$ cat config.mk
export PLATFORM = sky130hd
export DESIGN_NAME = imem_boot_loader
export DESIGN_NICKNAME = d
export VERILOG_FILES = /design/src/rtl/imem_boot_loader.sv
export SDC_FILE = /design/constraint.sdc
export NUM_CORES = 1
export LEC_CHECK = 0
export CAP_MARGIN = 30
export CORE_UTILIZATION = 50
export CTS_CLUSTER_SIZE = 16
export DETAILED_ROUTE_END_ITERATION = 7
export GPL_TIMING_DRIVEN = 1
export PLACE_DENSITY_LB_ADDON = 0.08
export SYNTH_ARGS = -nofsm -noshare
export SYNTH_HDL_FRONTEND = slang
export SYNTH_SLANG_ARGS = --single-unit
$ cat constraint.sdc
create_clock -name clk -period 2.2 [get_ports clk]
set_clock_uncertainty 0.2 [all_clocks]
set_input_delay 0.22 -clock clk [delete_from_list [all_inputs] [get_ports clk]]
set_output_delay 0.22 -clock clk [all_outputs]
set_load 0.01 [all_outputs]
$ cat src/rtl/imem_boot_loader.sv
// Boot loader: receives a length-prefixed byte image, writes little-endian words
// into instruction memory, verifies an XOR checksum and then releases the core.
module imem_boot_loader #(
  parameter int ADDR_W = 10
) (
  input  logic              clk,
  input  logic              rst,
  input  logic              rx_valid,
  input  logic [7:0]        rx_data,
  output logic              rx_ready,
  output logic              imem_we,
  output logic [ADDR_W-1:0] imem_waddr,
  output logic [31:0]       imem_wdata,
  output logic              core_rst,
  output logic              load_done,
  output logic              load_err,
  output logic [15:0]       words_loaded
);

  typedef enum logic [2:0] {
    S_LEN_LO,
    S_LEN_HI,
    S_DATA,
    S_WRITE,
    S_CSUM,
    S_DONE,
    S_ERR
  } state_t;

  localparam logic [16:0] CAPACITY = 17'd1 << ADDR_W;

  state_t      state;
  logic [1:0]  byte_idx;
  logic [16:0] word_idx;
  logic [15:0] n;
  logic [7:0]  xor_acc;
  logic [23:0] shreg;

  logic        accept;
  logic [15:0] n_full;
  logic [31:0] word_next;

  assign rx_ready = (state == S_LEN_LO) || (state == S_LEN_HI) ||
                    (state == S_DATA)   || (state == S_CSUM);
  assign accept   = rx_valid & rx_ready;

  // Lane 3 comes straight from the bus so the word can be written the next cycle.
  always_comb begin
    word_next = {rx_data, shreg};
    n_full    = {rx_data, n[7:0]};
  end

  always_ff @(posedge clk) begin
    if (rst) begin
      state        <= S_LEN_LO;
      byte_idx     <= '0;
      word_idx     <= '0;
      n            <= '0;
      xor_acc      <= '0;
      shreg        <= '0;
      core_rst     <= 1'b1;
      imem_we      <= 1'b0;
      imem_waddr   <= '0;
      imem_wdata   <= '0;
      load_done    <= 1'b0;
      load_err     <= 1'b0;
      words_loaded <= '0;
    end else begin
      case (state)
        S_LEN_LO: begin
          if (accept) begin
            n[7:0]  <= rx_data;
            xor_acc <= xor_acc ^ rx_data;
            state   <= S_LEN_HI;
          end
        end

        S_LEN_HI: begin
          if (accept) begin
            n[15:8] <= rx_data;
            xor_acc <= xor_acc ^ rx_data;
            if ({1'b0, n_full} > CAPACITY) begin
              state    <= S_ERR;
              load_err <= 1'b1;
            end else if (n_full == '0) begin
              state <= S_CSUM;
            end else begin
              state <= S_DATA;
            end
          end
        end

        S_DATA: begin
          if (accept) begin
            xor_acc  <= xor_acc ^ rx_data;
            byte_idx <= byte_idx + 2'd1;
            case (byte_idx)
              2'd0: shreg[7:0]   <= rx_data;
              2'd1: shreg[15:8]  <= rx_data;
              2'd2: shreg[23:16] <= rx_data;
              default: begin
                imem_we    <= 1'b1;
                imem_waddr <= word_idx[ADDR_W-1:0];
                imem_wdata <= word_next;
                state      <= S_WRITE;
              end
            endcase
          end
        end

        S_WRITE: begin
          imem_we      <= 1'b0;
          word_idx     <= word_idx + 17'd1;
          words_loaded <= words_loaded + 16'd1;
          if (word_idx + 17'd1 == {1'b0, n}) begin
            state <= S_CSUM;
          end else begin
            state <= S_DATA;
          end
        end

        S_CSUM: begin
          if (accept) begin
            if (rx_data == xor_acc) begin
              state     <= S_DONE;
              core_rst  <= 1'b0;
              load_done <= 1'b1;
            end else begin
              state    <= S_ERR;
              load_err <= 1'b1;
            end
          end
        end

        S_DONE, S_ERR: begin
          state <= state;
        end

        default: begin
          state     <= S_ERR;
          core_rst  <= 1'b1;
          load_done <= 1'b0;
          load_err  <= 1'b1;
        end
      endcase
    end
  end

endmodule

# Word level (Yosys, flattened, before mapping)
# Cells that the tools add are included.
[totals] ff_bits=132 in_bits=11 out_inout_bits=63 elab_cells=92
[classes] addsub=3 order_cmp=1 n_eq_ne=18 n_mux=24 bitwise=6 reduce_logical=24
[ops] cell="$mux W3" n=8
[ops] cell="$pmux W3 S6" n=1
[ops] cell="$reduce_and A3 Y1" n=6
[ops] cell="$add A17 B1 Y17 const B" n=1
[ops] cell="$eq A17 B16 Y1" n=1
[ops] cell="$add A16 B1 Y16 const B" n=1
[ops] cell="$gt A16 B11 Y1 const B" n=1
[ops] cell="$logic_not A16 Y1" n=1
[ops] cell="$ne A2 B2 Y1 const B" n=6
[ops] cell="$mux W1" n=10
[ops] cell="$eq A3 B3 Y1 const B" n=3
[ops] cell="$eq A8 B8 Y1" n=1
[ops] cell="$reduce_and A2 Y1" n=4
[ops] cell="$xor A8 B8 Y8" n=1
[ops] cell="$eq A3 B2 Y1 const B" n=2
[ops] cell="$pmux W1 S2" n=3
[ops] cell="$reduce_and A6 Y1" n=1
[ops] cell="$reduce_or A3 Y1" n=2
[ops] cell="$reduce_or A6 Y1" n=1
[ops] cell="$reduce_and A5 Y1" n=1
[ops] cell="$reduce_or A5 Y1" n=1
[ops] cell="$ne A2 B1 Y1 const B" n=2
[ops] cell="$not A1 Y1" n=4
[ops] cell="$eq A3 B1 Y1 const B" n=1
[ops] cell="11 further kinds" n=13

# Depth between registers and ports, before layout
# Gate-level depths: netlist of run 1.
[depth] word_depth=7 ltp_mapped=9 depth_no_buf=8

# Worst setup path after synthesis of run 1
# Ideal clock, no wire load.
[synth_timing] path_kind="register to register" from="register word_idx[0]" to="register state[1]" setup_time_ns=0.134 arrival_ns=1.849 required_time_ns=1.866 slack_ns=0.017 stages_incl_launch_ff=9 path_buffers=0 period_less_slack_ns=2.183 cell_sequence="dfxtp_1 -> ha_1 -> nand4_1 -> nor4b_4 -> mux2i_1 -> mux2i_1 -> a2bb2oi_2 -> nor3_2 -> a211oi_2"
[synth_via] elab_chain_cells=4
[synth_rtl] element="start, declared" line_no="34" rtl="logic [16:0] word_idx;"
[synth_rtl] element="start signal, assigned" line_no="113" rtl="word_idx <= word_idx + 17'd1;"
[synth_rtl] element="$add A17 B1 Y17" line_no="115" rtl="if (word_idx + 17'd1 == {1'b0, n}) begin"
[synth_rtl] element="$eq A17 B16 Y1" line_no="115"
[synth_rtl] element="$mux W3" line_no="115"
[synth_rtl] element="$pmux W3 S6" line_no="69" rtl="case (state)"
[synth_rtl] element="end signal, assigned" line_no="136" rtl="state <= state;"
[synth_rtl] element="end, declared" line_no="32" rtl="state_t state;"
# Every way passes these cells.
# A chain may end at the register's enable or synchronous reset.

# Final worst setup path of run 1
[layout_timing] from="register word_idx[1]" to="register state[1]"
# The elaborated chain is that of the path after synthesis.

==> flow_summary.json, run 1 <==
{
  "status": "finished clean",
  "worst_pin_slew_ns": 0.591,
  "htree_levels": 4,
  "async_reset_ff_share_pct": 0,
  "grt_use_met1_pct": 32.2,
  "fin_area_um2": 7450,
  "hold_violations": 0,
  "port_buffers": 73,
  "cts_buffers": 17,
  "yosys.area.top_type": "dfxtp_1",
  "firstDrtPassIters": 7,
  "final_layout_size_suffix_gt1_share_pct": 12.3,
  "hold_class": "input pin to flop",
  "drtIter0Drc": 377,
  "placedInstanceArea_um2": 6810,
  "slew_headroom_pct": 60.6,
  "viasPerCell": 5.33,
  "post-route-period-util_pct": 97.1,
  "synth.area.top_cells": "dfxtp_1 (46%), nand2_1 (12%), a21oi_1 (7.9%), xnor2_1 (5.5%), xor2_1 (5.0%)",
  "final_util_pct": 67.6,
  "rows": 38,
  "crit_start": "word_idx[1]$_SDFFE_PP0P_",
  "worst-path-max-fanout": 4,
  "core_area_um2": 11000,
  "final_nets": 826,
  "grt-busiest-layer": "met2",
  "place_hpwl_um": 9870,
  "initial_core_util_pct": 52.3,
  "clock_sink_count": 132,
  "slew_viol_final": 0,
  "wire_per_inst_um": 14.8,
  "grtUsageMet2_pct": 41.6,
  "synth_edf_count": 0,
  "diodes": 0,
  "root_buffer": "clkbuf_16",
  "track_usage_pct": 25.7,
  "worst_ep_required_time_ns": 2.28,
  "crit_path_end": "state[1]$_SDFFE_PP0P_",
  "wirelength_um": 14200,
  "synthDistinctLibCells": 48,
  "crit_arrival_ns": 2.21,
  "finalCriticalPeriod_ns": 2.14,
  "clock_path_buffers": 2,
  "p_leak_nw": 2.69,
  "drv_cap": 0,
  "fmax_ghz": 0.468,
  "finalSetupTns_ns": 0,
  "endpoint_kind": "flop",
  "grt_pass1_vias": 4810,
  "synth.most_common_cell": "nand2_1",
  "ys_seq_area_share_pct": 45.8,
  "yosys_warnings": 0,
  "ctsHoldBuffers": 0,
  "ys_seq_elements": 132,
  "vias": 5126,
  "path_class": "flop to flop",
  "synth.avg_cell_area_um2": 8.03,
  "grt-ovfl-total": 0,
  "synth_top_cells_by_count": "nand2_1 (183), dfxtp_1 (132), a21oi_1 (91)",
  "rsz0062_at_grt": "yes",
  "ioPinCount": 74,
  "synthCells": 718,
  "pwr_density_cell_nw_per_um2": 760,
  "r2r-start": "word_idx[1]$_SDFFE_PP0P_",
  "grt_use_met3_pct": 7.82,
  "dieArea_um2": 12000,
  "synth_ff_type": "dfxtp_1",
  "grt_pass1_wl_um": 23300,
  "post-synth-top-area-fraction_pct": 45.8,
  "area_growth_syn_to_layout_pct": 29.3,
  "worstReg2RegEnd": "state[1]$_SDFFE_PP0P_",
  "cts_tree": "built",
  "p_total_mw": 5.66,
  "ant_nets": 0,
  "clk_pin_slew_worst_paths_ns": 0.06,
  "syn_nets": 735,
  "dieWidth_um": 109,
  "setup_viol": 0,
  "r2r_slack_ns": 0.06,
  "clk-insertion-delay-late_ns": 0.41,
  "place.gp.congestion": 0.868,
  "antenna_found_initial": 0,
  "synth_area_um2": 5760,
  "vdd_ir_drop_max_mv": 0.660,
  "die_y_um": 109,
  "grt_start_max_net_pins": 53,
  "route.detailed.drc": 0,
  "cp-start-kind": "flop",
  "r2r_cells": 8
}
==> final cells by class <==
cell class                 instances  area, um2
clock inverter                    10        124
tap                              140        175
timing repair buffer             125       1150
fill                             951       3580
sequential                       132       2650
multi-input combinational        528       2870
inverter                           5       18.8
clock buffer                      21        470
==> layout by cell type (no fill, tap or decap), types with 2 or more instances in the layout <==
cell type	instances
nand2_1	183
dfxtp_1	128
a21oi_1	91
clkdlybuf4s50_1	71
nor2_1	58
buf_4	51
nand3_1	41
xnor2_1	36
xor2_1	33
clkbuf_16	17
nand4_1	10
o21ai_0	8
nor3_1	7
and3_1	6
nand2b_1	5
ha_1	5
inv_1	4
mux2i_1	4
and2_1	3
nor4_1	3
nand3b_1	3
clkbuf_8	3
clkinv_4	3
or3_1	2
a22oi_1	2
and4_1	2
a41oi_1	2
o31ai_1	2
a31oi_1	2
bufinv_16	2
inv_6	2
clkinvlp_4	2
buf_12	2
dfxtp_4	2
dfxtp_2	2
==> metal layers <==
metal | part of all wire [%] | routed length [um]
met2 | 49 | 6930
met5 | 0 | 0
met4 | 1.3 | 191
met1 | 44 | 6330
met3 | 5.6 | 792
==> repair_timing <==
item,4_1_cts,5_1_grt
pin swaps,4,2
buffers inserted,2,0
endpoints found under the setup margin,2,3
gates resized for setup,4,7
==> critical path, stage by stage (launching register included) <==
cell and delay (ns):
dfxtp_4 0.37, ha_4 0.15, nand4_1 0.18, nor4b_4 0.33, mux2i_1 0.22, mux2i_1 0.09, a2bb2oi_2 0.15, nor3_4 0.22
a211oi_2 0.09
==> state kept, by name (all words and copies together), names as in the netlist <==
name and cells:
imem_wdata 32, shreg 24, word_idx 17, n 16
words_loaded 16, imem_waddr 10, xor_acc 8, state 3
byte_idx 2, core_rst 1, imem_we 1, load_done 1
load_err 1
==> report_power, final <==
part / switching (mW) / total [mW] / internal (mW)
Combinational: 0.218 / 0.372 / 0.155
Sequential: 0.0393 / 2.47 / 2.43
Clock: 1.05 / 2.81 / 1.76
Total: 1.31 / 5.66 / 4.35
==> cell families (layout without fill, tap and decap cells) <==
kind of cell    count (synthesis)  in the layout  synth area share (%)
compound gates                114            114                  10.8
xor+xnor                       69             69                  10.5
fa+ha+maj                       6              6                  1.30
buf+inv                        58            161                  4.80
flops                         132            132                  45.8
mux                             5              5                 0.955
simple gates                  334            334                  25.8
==> per-stage QoR <==
stage | hold slack, ns | instances | worst slack, ns
after floorplan | 0.232 | 718 | 0.0168
after global placement | 0.245 | 928 | -0.0319
after detailed placement | 0.247 | 928 | -0.0864
after CTS | 0.0761 | 961 | 0.00193
after global routing | 0.100 | 961 | -0.0526
final | 0.0806 | 961 | 0.0638
==> worst min-delay path by stage <==
stage,from,endpoint,slack (ns),depth (start not counted)
after global placement,imem_wdata[27]$_SDFFE_PP0P_,imem_wdata[27]$_SDFFE_PP0P_,0.24,2
final,rst,xor_acc[0]$_SDFFE_PP0P_,0.08,2
after global routing,rst,xor_acc[7]$_SDFFE_PP0P_,0.10,2
after detailed placement,imem_waddr[1]$_SDFFE_PP0P_,imem_waddr[1]$_SDFFE_PP0P_,0.25,2
after CTS,rst,xor_acc[0]$_SDFFE_PP0P_,0.08,2
after floorplan,shreg[0]$_SDFFE_PP0P_,imem_wdata[0]$_SDFFE_PP0P_,0.23,2
(Power assumes the default switching activity.)
==> inputs of run 2 (changes only) <==
--- a/config.mk
+++ b/config.mk
@@ -5,7 +5,7 @@
 export SDC_FILE = /design/constraint.sdc
 export NUM_CORES = 1
 export LEC_CHECK = 0
-export CAP_MARGIN = 30
+export CAP_MARGIN = 40
 export CORE_UTILIZATION = 50
 export CTS_CLUSTER_SIZE = 16
 export DETAILED_ROUTE_END_ITERATION = 7
==> results of run 2 <==
Final layout, timing and power as in run 1 (identical DEF).
==> inputs of run 3 (changes only) <==
--- a/config.mk
+++ b/config.mk
@@ -6,7 +6,8 @@
 export NUM_CORES = 1
 export LEC_CHECK = 0
 export CAP_MARGIN = 40
-export CORE_UTILIZATION = 50
+export CORE_MARGIN = 8
+export CORE_UTILIZATION = 59
 export CTS_CLUSTER_SIZE = 16
 export DETAILED_ROUTE_END_ITERATION = 7
 export GPL_TIMING_DRIVEN = 1
==> constraint.sdc (replaced) <==
create_clock -name clk -period 2.5 [get_ports clk]
set_clock_uncertainty 0.2 [all_clocks]
set_input_delay 0.25 -clock clk [delete_from_list [all_inputs] [get_ports clk]]
set_output_delay 0.25 -clock clk [all_outputs]
set_load 0.01 [all_outputs]
==> run 3 against run 2 <==
Net effect:
- worst setup slack better by 0.10 ns
- routed wire length decreased by 1.2%
- hold slack improved by 0.15 ns
- sequential share of layout area increased by 1.2 points
- register-to-register slack improved by 0.10 ns
- critical endpoint unchanged
- die area up 10%
- sequential power shrank 12%
- core utilization increased by 7.1 points
- final cell count down 3.1%
- non-clock buffer count down 24
==> flow_summary.json, run 3 (same netlist as run 1, synthesis figures left out) <==
{
  "dieArea_um2": 13200,
  "die_y_um": 115,
  "area_growth_syn_to_layout_pct": 24.9,
  "post-route-period-util_pct": 93.3,
  "top_register": "imem_wdata",
  "final_common_cell": "nand2_1",
  "worst_ep_required_time_ns": 2.68,
  "rsz0062_at_grt": "no",
  "wirelength_um": 14100,
  "layout_common_cells": "nand2_1 (183), dfxtp_1 (130), a21oi_1 (91)",
  "place.gp.congestion": 0.917,
  "clock_path_buffers": 2,
  "dieWidth_um": 115,
  "place_hpwl_um": 9800,
  "core_area_um2": 9640,
  "r2r_slack_ns": 0.17,
  "rows": 36,
  "vdd_ir_drop_max_mv": 0.371,
  "cts_tree": "built",
  "ant_nets": 0,
  "clk_pin_slew_worst_paths_ns": 0.06,
  "wire_per_inst_um": 15.1,
  "htree_levels": 4,
  "vias": 5090,
  "hold_class": "input pin to flop",
  "track_usage_pct": 21.9,
  "endpoint_kind": "flop",
  "setup_slack_ns": 0.167,
  "fillers": 767,
  "antenna_found_initial": 0,
  "hold_ws_ns": 0.230,
  "final_nets": 802,
  "worst-path-max-fanout": 5,
  "status": "finished clean",
  "layoutNonFillerInstCount": 931,
  "drv_cap": 0,
  "p_leak_nw": 2.52,
  "port_buffers": 73,
  "hold_violations": 0,
  "grt_pass1_wl_um": 23200,
  "initial_core_util_pct": 59.8,
  "viasPerCell": 5.47,
  "clock_sink_count": 132,
  "crit_arrival_ns": 2.51,
  "clk-insertion-delay-late_ns": 0.51,
  "ioPinCount": 74,
  "grt-ovfl-total": 0,
  "grt_start_max_net_pins": 63,
  "worst_pin_slew_ns": 0.544,
  "path_class": "flop to flop",
  "final_layout_size_suffix_gt1_share_pct": 9.27,
  "drtIter0Drc": 517,
  "pwr_density_cell_nw_per_um2": 662,
  "post-place-ws_ns": 0.0347,
  "setup_viol": 0,
  "cts_setup_buffers": 0,
  "route.detailed.drc": 0,
  "slew_headroom_pct": 63.6,
  "reg_top3": "imem_wdata x32, shreg x24, word_idx x17",
  "largest_reg_flops": 32,
  "fmax_ghz": 0.429,
  "slew_viol_final": 0,
  "firstDrtPassIters": 5,
  "finalSetupTns_ns": 0,
  "diodes": 0,
  "cts_buffers": 17,
  "cp-start-kind": "flop",
  "finalCriticalPeriod_ns": 2.33,
  "grt_pass1_vias": 4919,
  "root_buffer": "clkbuf_8",
  "numPlacedInstances": 898
}
==> run 3: changes by cell type in the layout (fill, tap and decap cells not counted), sizes merged <==
cell and delta:
dlygate4sd3 +1, bufinv -1, clkinvlp +2, clkbuf -2
buf -25, dlymetal6s2s -1, inv +1, clkinv +1
clkdlybuf4s50 +1
==> run 3: final cells by class <==
| class | instances | area, um2 | area share [%] |
|---|---|---|---|
| clock buffers | 19 | 422 | 5.86 |
| multi-input cells | 528 | 2870 | 39.8 |
| flip-flops and latches | 132 | 2650 | 36.7 |
| well taps | 133 | 166 | 2.31 |
| repair buffers | 101 | 953 | 13.2 |
| inverters | 5 | 18.8 | 0.261 |
| clock inverters | 13 | 126 | 1.76 |
==> run 3: final timing paths <==
kind | cells past startpoint | start | end
setup reg to reg | 8 | word_idx[1]$_SDFFE_PP0P_ | state[1]$_SDFFE_PP0P_
setup / recovery | 8 | word_idx[1]$_SDFFE_PP0P_ | state[1]$_SDFFE_PP0P_
hold / removal | 3 | rx_data[4] | n[12]$_SDFFE_PP0P_
hold reg to reg | 2 | imem_wdata[13]$_SDFFE_PP0P_ | imem_wdata[13]$_SDFFE_PP0P_
==> run 3: what timing repair did <==
item	CTS	global route
gates resized for setup	0	6
hold buffers	1	0
endpoints found under the hold margin	34	0
setup endpoints to repair	0	2
==> run 3: critical path, stage by stage, from the launching register on <==
cell	delay, ns
dfxtp_2	0.37
ha_4	0.16
nand4_1	0.23
nor4b_4	0.46
mux2i_1	0.24
mux2i_1	0.10
a2bb2oi_2	0.15
nor3_4	0.18
a211oi_2	0.10
==> run 3: routing by layer <==
metal / wire length (um) / GRT usage [%]
met2: 6810 / 36.6
met3: 877 / 5.62
met1: 6030 / 25.9
met5: 0 / 0
met4: 356 / 9.98
==> run 3: metrics by stage <==
stage                     cell area [um2]  power [mW]  utilization, %
after floorplan                      5760        2.44               -
after global placement               6620        2.53            68.6
after detailed placement             6620        2.54            68.6
after CTS                            7170        4.79            74.4
after global routing                 7200        4.94            74.7
final                                7200        4.76            74.7
==> run 3: report_power, final <==
part	switching (mW)	leakage, nW	internal, mW
logic	0.189	1.20	0.131
registers	0.0356	1.07	2.14
clock network	0.934	0.255	1.33
total	1.16	2.52	3.60
